--- src/rtl/seg7_pkg.sv ---
// Shared types, constants and hex-to-segment table for the seven-segment scanner.
package seg7_pkg;

    typedef logic [6:0] seg_t;   // active-low {g,f,e,d,c,b,a}
    typedef logic [2:0] pos_t;   // digit position 0..7

    // ST_SYNC covers the single cycle after reset release in which the first
    // snapshot is taken; ST_SCAN is normal dwell/position cycling.
    typedef enum logic {
        ST_SYNC,
        ST_SCAN
    } scan_state_t;

    localparam seg_t SEG_BLANK = 7'h7F;

    localparam seg_t HEX_SEG [16] = '{
        7'h40, 7'h79, 7'h24, 7'h30, 7'h19, 7'h12, 7'h02, 7'h78,
        7'h00, 7'h10, 7'h08, 7'h03, 7'h46, 7'h21, 7'h06, 7'h0E
    };

    function automatic seg_t hex2seg(input logic [3:0] h);
        return HEX_SEG[h];
    endfunction

endpackage

--- src/rtl/seg7_decode.sv ---
// Combinational nibble to active-low seven-segment pattern.
module seg7_decode
    import seg7_pkg::*;
(
    input  logic [3:0] nib,
    output seg_t       seg
);

    // table lookup of the hex glyph
    always_comb begin
        seg = hex2seg(nib);
    end

endmodule

--- src/rtl/seg7_scan.sv ---
// Time-multiplexed 8-digit seven-segment scanner with per-frame input snapshot.
// Optional macro SEG7_LEADING_ZERO_BLANK_EN: darkens the high digit of the
// (pos1,pos0) and (pos5,pos4) pairs when that digit is zero.
module seg7_scan
    import seg7_pkg::*;
#(
    parameter int CLK_HZ       = 100_000_000,
    parameter int REFRESH_HZ   = 1000,
    parameter int BLANK_CYCLES = 16
) (
    input  logic       clk,
    input  logic       rst_n,
    input  logic [7:0] anodo_en,
    input  logic [3:0] d1,
    input  logic [3:0] d2,
    input  logic [3:0] d3,
    input  logic [3:0] d4,
    output logic [7:0] anodo,
    output logic [6:0] seg,
    output logic       frame_start
);

    localparam int DWELL_CYCLES = CLK_HZ / (REFRESH_HZ * 8);
    localparam int CW = (DWELL_CYCLES > 1) ? $clog2(DWELL_CYCLES) : 1;
    localparam logic [CW-1:0] CNT_LAST  = CW'(DWELL_CYCLES - 1);
    localparam logic [CW-1:0] CNT_BLANK = CW'(BLANK_CYCLES);

    generate
        if (DWELL_CYCLES <= BLANK_CYCLES) begin : g_bad_cfg
            $error("seg7_scan: DWELL_CYCLES must exceed BLANK_CYCLES");
        end
    endgenerate

    scan_state_t   state;
    logic [CW-1:0] cnt;
    pos_t          pos;
    logic [7:0]    snap_mask;
    logic [3:0]    snap_d1, snap_d2, snap_d3, snap_d4;
    logic [3:0]    digit;
    seg_t          dec_seg;
    logic [7:0]    anodo_nxt;
    seg_t          seg_nxt;

    // position to snapshotted digit routing; unused positions carry 0
    always_comb begin
        digit = 4'h0;
        case (pos)
            3'd0:    digit = snap_d4;
            3'd1:    digit = snap_d3;
            3'd4:    digit = snap_d2;
            3'd5:    digit = snap_d1;
            default: digit = 4'h0;
        endcase
    end

    seg7_decode u_decode (
        .nib (digit),
        .seg (dec_seg)
    );

    // next anode/segment drive from the current counter state
    always_comb begin
        anodo_nxt = '1;
        seg_nxt   = SEG_BLANK;
        if (state == ST_SCAN && cnt >= CNT_BLANK) begin
            anodo_nxt = ~(8'b1 << pos) | snap_mask;
            seg_nxt   = dec_seg;
`ifdef SEG7_LEADING_ZERO_BLANK_EN
            if ((pos == 3'd1 || pos == 3'd5) && digit == 4'h0) begin
                anodo_nxt = '1;
                seg_nxt   = SEG_BLANK;
            end
`endif
        end
    end

    // scan FSM: dwell counter, position, snapshot and registered outputs
    always_ff @(posedge clk or negedge rst_n) begin
        if (!rst_n) begin
            state       <= ST_SYNC;
            cnt         <= '0;
            pos         <= '0;
            snap_mask   <= '1;
            snap_d1     <= '0;
            snap_d2     <= '0;
            snap_d3     <= '0;
            snap_d4     <= '0;
            anodo       <= '1;
            seg         <= SEG_BLANK;
            frame_start <= 1'b0;
        end else begin
            anodo       <= anodo_nxt;
            seg         <= seg_nxt;
            frame_start <= 1'b0;
            case (state)
                // counter is held at pos0/count0 here so the first frame
                // after reset has the same pulse alignment as every later one
                ST_SYNC: begin
                    snap_mask   <= anodo_en;
                    snap_d1     <= d1;
                    snap_d2     <= d2;
                    snap_d3     <= d3;
                    snap_d4     <= d4;
                    frame_start <= 1'b1;
                    state       <= ST_SCAN;
                end
                ST_SCAN: begin
                    if (cnt == CNT_LAST) begin
                        cnt <= '0;
                        pos <= pos + 3'd1;
                        if (pos == 3'd7) begin
                            snap_mask   <= anodo_en;
                            snap_d1     <= d1;
                            snap_d2     <= d2;
                            snap_d3     <= d3;
                            snap_d4     <= d4;
                            frame_start <= 1'b1;
                        end
                    end else begin
                        cnt <= cnt + 1'b1;
                    end
                end
                default: state <= ST_SYNC;
            endcase
        end
    end

endmodule

--- config.mk ---
export PLATFORM = sky130hd
export DESIGN_NAME = seg7_scan
export DESIGN_NICKNAME = d
export VERILOG_FILES = /design/src/rtl/seg7_pkg.sv /design/src/rtl/seg7_decode.sv /design/src/rtl/seg7_scan.sv
export SDC_FILE = /design/constraint.sdc
export NUM_CORES = 1
export LEC_CHECK = 0
export CAP_MARGIN = 20
export CORE_ASPECT_RATIO = 0.5
export CORE_MARGIN = 3
export CORE_UTILIZATION = 55
export DETAILED_ROUTE_END_ITERATION = 10
export PLACE_DENSITY = 0.85
export SLEW_MARGIN = 20
export SYNTH_ARGS = -nofsm -noshare
export SYNTH_HDL_FRONTEND = slang
export SYNTH_SLANG_ARGS = --single-unit
--- constraint.sdc ---
create_clock -name clk -period 7.25 [get_ports clk]
set_clock_uncertainty 0.15 [all_clocks]
set_input_delay 1.45 -clock clk [delete_from_list [all_inputs] [get_ports clk]]
set_output_delay 1.45 -clock clk [all_outputs]
set_load 0.05 [all_outputs]
# [Word level (Yosys, flattened, before mapping)]
# Memory sizes are Yosys's and may differ from the RTL's.
# Index checks and enable logic that the tools add are counted.
[word_totals] rom_bits=112 ram_bits=0 in_bits=26 latchBits=0 regBits=58 memories=1 out_inout_bits=16 elab_cells=56
[mem_list] name="(name not given)" words=16 word_bits=7 rd=1 rd_ports_with_merged_regs=0 wr=0 line="seg7_pkg.sv:22" text="return HEX_SEG[h];"
[op_classes] multipliers=0 n_addsub=2 muxes=24 n_div=0 magnitude_cmp=2 n_reduce_logical=4 n_bitwise=4 shift=1 n_eq_ne=7
[op_table] operator="4-bit two-way mux" count=8
[op_table] operator="4-bit one-hot mux with 2 select lines" count=4
[op_table] operator="8-bit two-way mux" count=3
[op_table] operator="7-bit two-way mux" count=3
[op_table] operator="4-bit one-hot mux with 4 select lines" count=1
[op_table] operator="8-bit one-hot mux with 2 select lines" count=1
[op_table] operator="14-bit by 1-bit adder with 14-bit output, second input constant" count=1
[op_table] operator="14-bit == test, second input constant" count=1
[op_table] operator="14-bit by 5-bit greater-or-equal comparator with 1-bit output, second input constant" count=1
[op_table] operator="14-bit two-way mux" count=1
[op_table] operator="3-bit == test, second input constant" count=3
[op_table] operator="8-bit NOT" count=1
[op_table] operator="8-bit bitwise OR" count=1
[op_table] operator="1-bit by 3-bit << shifter with 8-bit output, first input constant" count=1
[op_table] operator="5-bit greater-or-equal comparator, second input constant" count=1
[op_table] operator="4-bit NOT with 5-bit output" count=1
[op_table] operator="2-bit by 1-bit inequality test with 1-bit output, second input constant" count=2
[op_table] operator="2-bit AND reduction" count=2
[op_table] operator="3-bit by 1-bit adder with 3-bit output, second input constant" count=1
[op_table] operator="3-bit by 1-bit == test with 1-bit output, second input constant" count=1
[op_table] operator="3-bit zero test" count=1
[op_table] operator="1-bit two-way mux" count=2
[op_table] operator="1-bit one-hot mux with 2 select lines" count=1
[op_table] operator="1-bit logical AND" count=1
[op_table] operator="1-bit NOT" count=1

# [Logic depth before layout (Yosys ltp)]
[depth] ltp_word=7 ltp_mapped=10 ltp_nobuf=9

# [By module]
# A second synthesis with hierarchy kept.
[hier_totals] cells_unflattened=226 area_unflattened_um2=2885.3
[by_module_without_submodules] mod="seg7_scan" area_each_um2=2613.8 cells_per_inst=191 instances=1 seq_area_each_um2=1480.2
[by_module_without_submodules] mod="seg7_decode" area_each_um2=271.5 cells_per_inst=35 instances=1 seq_area_each_um2=0.0

# [Worst setup path after synthesis]
# OpenSTA, ideal clock, no wires.
[synth_path] path_kind="register to register" from="register pos[0]" to="register seg[0]" path_buffers=1 synth_period_minus_slack_ps=2440 setup_ps=91 arrival_time_ps=2199 t_required_ps=7009 setup_slack_ps=4810 path_stages_with_launch=11 path_cell_list="dfrtp_1 inv_1 ha_1 buf_2 a221o_1 o21a_1 inv_1 ha_1 mux2i_1 a211o_1 o31ai_1"
[synth_between] elab_chain_len=7 elab_cells_between_ends=10 cone_classes="eq/ne: 3; mux: 4; bitwise: 1; reduce/logical: 1; memory: 1"
[synth_rtl] element="from (decl)" line="seg7_scan.sv:36" text="pos_t pos;"
[synth_rtl] element="from (signal assigned)" line="seg7_scan.sv:110" text="pos <= pos + 3'd1;"
[synth_rtl] element="3-bit == test (tied with other cells)" line="seg7_scan.sv:47" text="case (pos)"
[synth_rtl] element="4-bit one-hot mux with 4 select lines (*)" line="seg7_scan.sv:47"
[synth_rtl] element="4-bit NOT with 5-bit output (implied by the code) (*)" line="seg7_pkg.sv:22"
[synth_rtl] element="memory 16 x 7 bit (*)"
[synth_rtl] element="7-bit two-way mux (implied by the code) (*) (2 in a row)" line="seg7_pkg.sv:22"
[synth_rtl] element="7-bit two-way mux (*)" line="seg7_scan.sv:65" text="if (state == ST_SCAN && cnt >= CNT_BLANK) begin"
[synth_rtl] element="net seg_nxt[0]" line="seg7_scan.sv:42" text="seg_t seg_nxt;"
[synth_rtl] element="to (signal assigned)" line="seg7_scan.sv:93" text="seg <= seg_nxt;"
[synth_rtl] element="to (decl)" line="seg7_scan.sv:19" text="output logic [6:0] seg,"
# Mark *: on every way through the listed nets, which the timed path passes. The rest lies on a longest branch. The select of a mux whose other input is x is not followed.
# A chain may end at the register's enable or synchronous reset.

# [Worst setup path after layout]
[layout_path] from="register anodo[2]" to="output port anodo[2]"
[layout_lines] element="from (decl)" line="seg7_scan.sv:18" text="output logic [7:0] anodo,"
[layout_lines] element="from (signal assigned)" line="seg7_scan.sv:92" text="anodo <= anodo_nxt;"
# No word-level cell between the ends.

==> impl_metrics.env <==
export IMPL_syn_area_mm2=0.00292
export IMPL_drt_iter0_markers=106
export IMPL_drive_above_1_share_pct=25.4
export IMPL_critical_path_max_fanout=1
export IMPL_muxShareOfSynthArea_pct=15.3
export IMPL_drc_errors=0
export IMPL_crit_family="buffers and inverters"
export IMPL_crit_arrival_ns=1.66
export IMPL_grt_antenna_before_repair=0
export IMPL_vdd_drop_max_v=0.000131
export IMPL_cts_sinks=58
export IMPL_yosys_area_share_adder_pct=6.00
export IMPL_crit_path_end_kind="output pin"
export IMPL_synth_edf_count=0
export IMPL_final_hold_violation_count=0
export IMPL_synth_warnings=0
export IMPL_grt_pass1_vias=2031
export IMPL_cts_resized=0
export IMPL_nets=319
export IMPL_final_area_mm2=0.00354
export IMPL_post_dp_cell_area_mm2=0.00333
export IMPL_cts_root_buffer="clkbuf_8"
export IMPL_slowest_delay_ns=0.80
export IMPL_power_density_mw_per_mm2=244
export IMPL_max_slew_margin_pct=27.6
export IMPL_initial_core_util_pct=58.1
export IMPL_async_flop_share_pct=100
export IMPL_multi_input_area_mm2=0.00132
export IMPL_htreeDepth=3
export IMPL_die_w_um=109
export IMPL_cts_hold_buf=0
export IMPL_final_max_slew_violation_count=0
export IMPL_ys_flop_type="dfrtp_1"
export IMPL_dieArea_mm2=0.00627
export IMPL_coreArea_mm2=0.00502
export IMPL_setup_tns_ns=0
export IMPL_drtPass1Iterations=4
export IMPL_worstSetupPathType="reg2out"
export IMPL_worst_pin_slew_ns=1.08
export IMPL_critPathBufInv=1
export IMPL_syn2layout_area_growth_pct=21.2
export IMPL_cts_path_max_buffers=2
export IMPL_register_area_mm2=0.00148
export IMPL_synth_simple_gate_area_share_pct=11.5
export IMPL_viasPerCell=5.54
export IMPL_min_period_ns=3.26
export IMPL_grt_pass1_wl_um=9950
export IMPL_pre_cts_ws_ns=4.34
export IMPL_hpwl_um=3900
export IMPL_start_kind="flip-flop"
export IMPL_synth_seq_cells=58
export IMPL_cts_setup_buffers=0
export IMPL_clk_pin_slew_worst_paths_ns=0.06
export IMPL_p_leak_uw=0.00159
export IMPL_netlist_cell_type_count=48
export IMPL_grt_util_all_layers_pct=21.5
export IMPL_synth_top_cell_area_share_pct=30.0
export IMPL_grt_max_degree=59
export IMPL_syn_nets=276
export IMPL_drv_cap=0
export IMPL_numCtsBuffers=9
export IMPL_rsz0062_at_grt="no"
export IMPL_final_antenna_net_count=0
export IMPL_path_cells="clkdlybuf4s50_1"
export IMPL_cts_tree="yes"
export IMPL_place_congestion=0.802
export IMPL_synth_compound_area_share_pct=8.57
export IMPL_synth_top_family_by_area="multiplexers"
export IMPL_syn_mean_instance_area_um2=12.4
export IMPL_cp_slowest_cell="clkdlybuf4s50_1"
export IMPL_nFillCells=323
export IMPL_fin_ws_ns=3.99
export IMPL_synth_area_leaders="dfrtp_1 30%, dfstp_2 21%, mux2_4 9.8%"
export IMPL_hold_path_class="reg2reg"
export IMPL_setup_viol=0
export IMPL_port_buffers=41
export IMPL_ios=42
export IMPL_yosys_area_top_type="dfrtp_1"
export IMPL_routed_wl_um=6000
export IMPL_antenna_cells=0
export IMPL_clock_fmax_mhz=307
export IMPL_outcome="complete, no violations"
export IMPL_die_h_um=57.5
export IMPL_postSynthCellCount=236
export IMPL_period_share_pct=44.9
export IMPL_wl_per_cell_um=17.0
export IMPL_row_count=18
export IMPL_clock_latency_ns=0.34
export IMPL_grt_overflow=0
export IMPL_synth_xor_area_share_pct=3.60
export IMPL_critPathRequiredTime_ns=5.65
export IMPL_utilization_pct=70.5
export IMPL_seq_area_frac_synth_pct=50.7
export IMPL_vias=1961
==> cell families after synthesis <==
logic type / Yosys count
flops: 58
mux: 34
simple gates: 63
other cells: 1
buf+inv: 20
compound gates: 34
xor+xnor: 12
fa+ha+maj: 14
==> where the power goes <==
part           internal [µW]  switching (µW)
registers                366            31.6
logic                   77.9            84.8
clock network            175             127
==> through the flow <==
step / hold WS (ns) / std cells / power (µW)
floorplan: 0.310 / 236 / 510
global placement: 0.340 / 338 / 554
detailed placement: 0.338 / 338 / 562
CTS: 0.352 / 354 / 868
global route: 0.367 / 354 / 906
finish: 0.352 / 354 / 863
==> synthesized netlist by cell type (2+ instances only) <==
cell,number
mux2i_1,6
mux2_4,19
nor3_1,5
buf_12,2
o21ai_0,4
a21oi_1,7
o22ai_1,2
nor4_1,2
nand3b_1,8
nor2_1,11
xor2_1,6
buf_2,6
nand2_1,17
dfrtp_1,35
a21o_1,2
o221ai_1,3
o31a_1,2
nand3_1,8
a22oi_1,4
ha_1,14
mux2_2,9
xnor2_1,6
and2_1,2
dfstp_2,23
inv_1,9
a221oi_1,2
==> sequential cells by signal (all words and copies together) (netlist names) <==
signal / count
state: 1
snap_d4: 4
snap_d3: 4
frame_start: 1
cnt: 14
snap_d2: 4
seg: 7
snap_d1: 4
snap_mask: 8
pos: 3
anodo: 8
==> worst reg2reg max path, stage by stage, from the launching register on <==
cell and delay (ns):
dfrtp_1 0.41, inv_1 0.13, ha_1 0.52, a221oi_1 0.18
a21oi_1 0.46, ha_1 0.40, mux2i_1 0.12, a211o_1 0.31
o31ai_1 0.21
==> cell type report <==
class | instances | area share, %
multi-input combinational | 158 | 37.2
tap | 70 | 2.48
inverter | 10 | 1.06
clock buffer | 11 | 4.28
clock inverter | 5 | 1.49
timing repair buffer | 42 | 11.7
sequential | 58 | 41.8
==> layout by cell type (no fill, tap or decap), drive strengths merged, types with 3 or more instances in the layout <==
master and count:
dfstp 23, a22oi 4, mux2 28, clkdlybuf4s50 40, ha 14, xnor2 6, inv 9, o221ai 3
and2 3, xor2 6, mux2i 6, nand3 8, nand3b 8, clkinv 4, nor2 11, clkbuf 11
nor3 5, nand2 17, a21oi 7, dfrtp 35, o21ai 4
==> metal layers <==
layer / share of wire [%] / global-route usage (%) / vias up
met5: 0 / 0 / -
met4: 2.6 / 8.63 / 0
met3: 4.9 / 7.46 / 18
met2: 54 / 37.7 / 62
met1: 39 / 24.1 / 964
li1: - / - / 917
==> worst paths after layout <==
check / start / to / slack (ns) / depth (start not counted)
worst max-delay path: anodo[2]$_DFF_PN1_ / anodo[2] / 3.99 / 1
worst min-delay path: cnt[8]$_DFFE_PN0P_ / cnt[8]$_DFFE_PN0P_ / 0.35 / 1
worst max register to register: pos[0]$_DFFE_PN0P_ / seg[0]$_DFF_PN1_ / 4.27 / 8
worst min register to register: cnt[8]$_DFFE_PN0P_ / cnt[8]$_DFFE_PN0P_ / 0.35 / 1
max in group asynchronous: rst_n / cnt[11]$_DFFE_PN0P_ / 5.41 / 2
min in group asynchronous: rst_n / snap_d1[3]$_DFFE_PN0P_ / 1.09 / 2
Note: power is estimated with default switching activity, not from simulation.
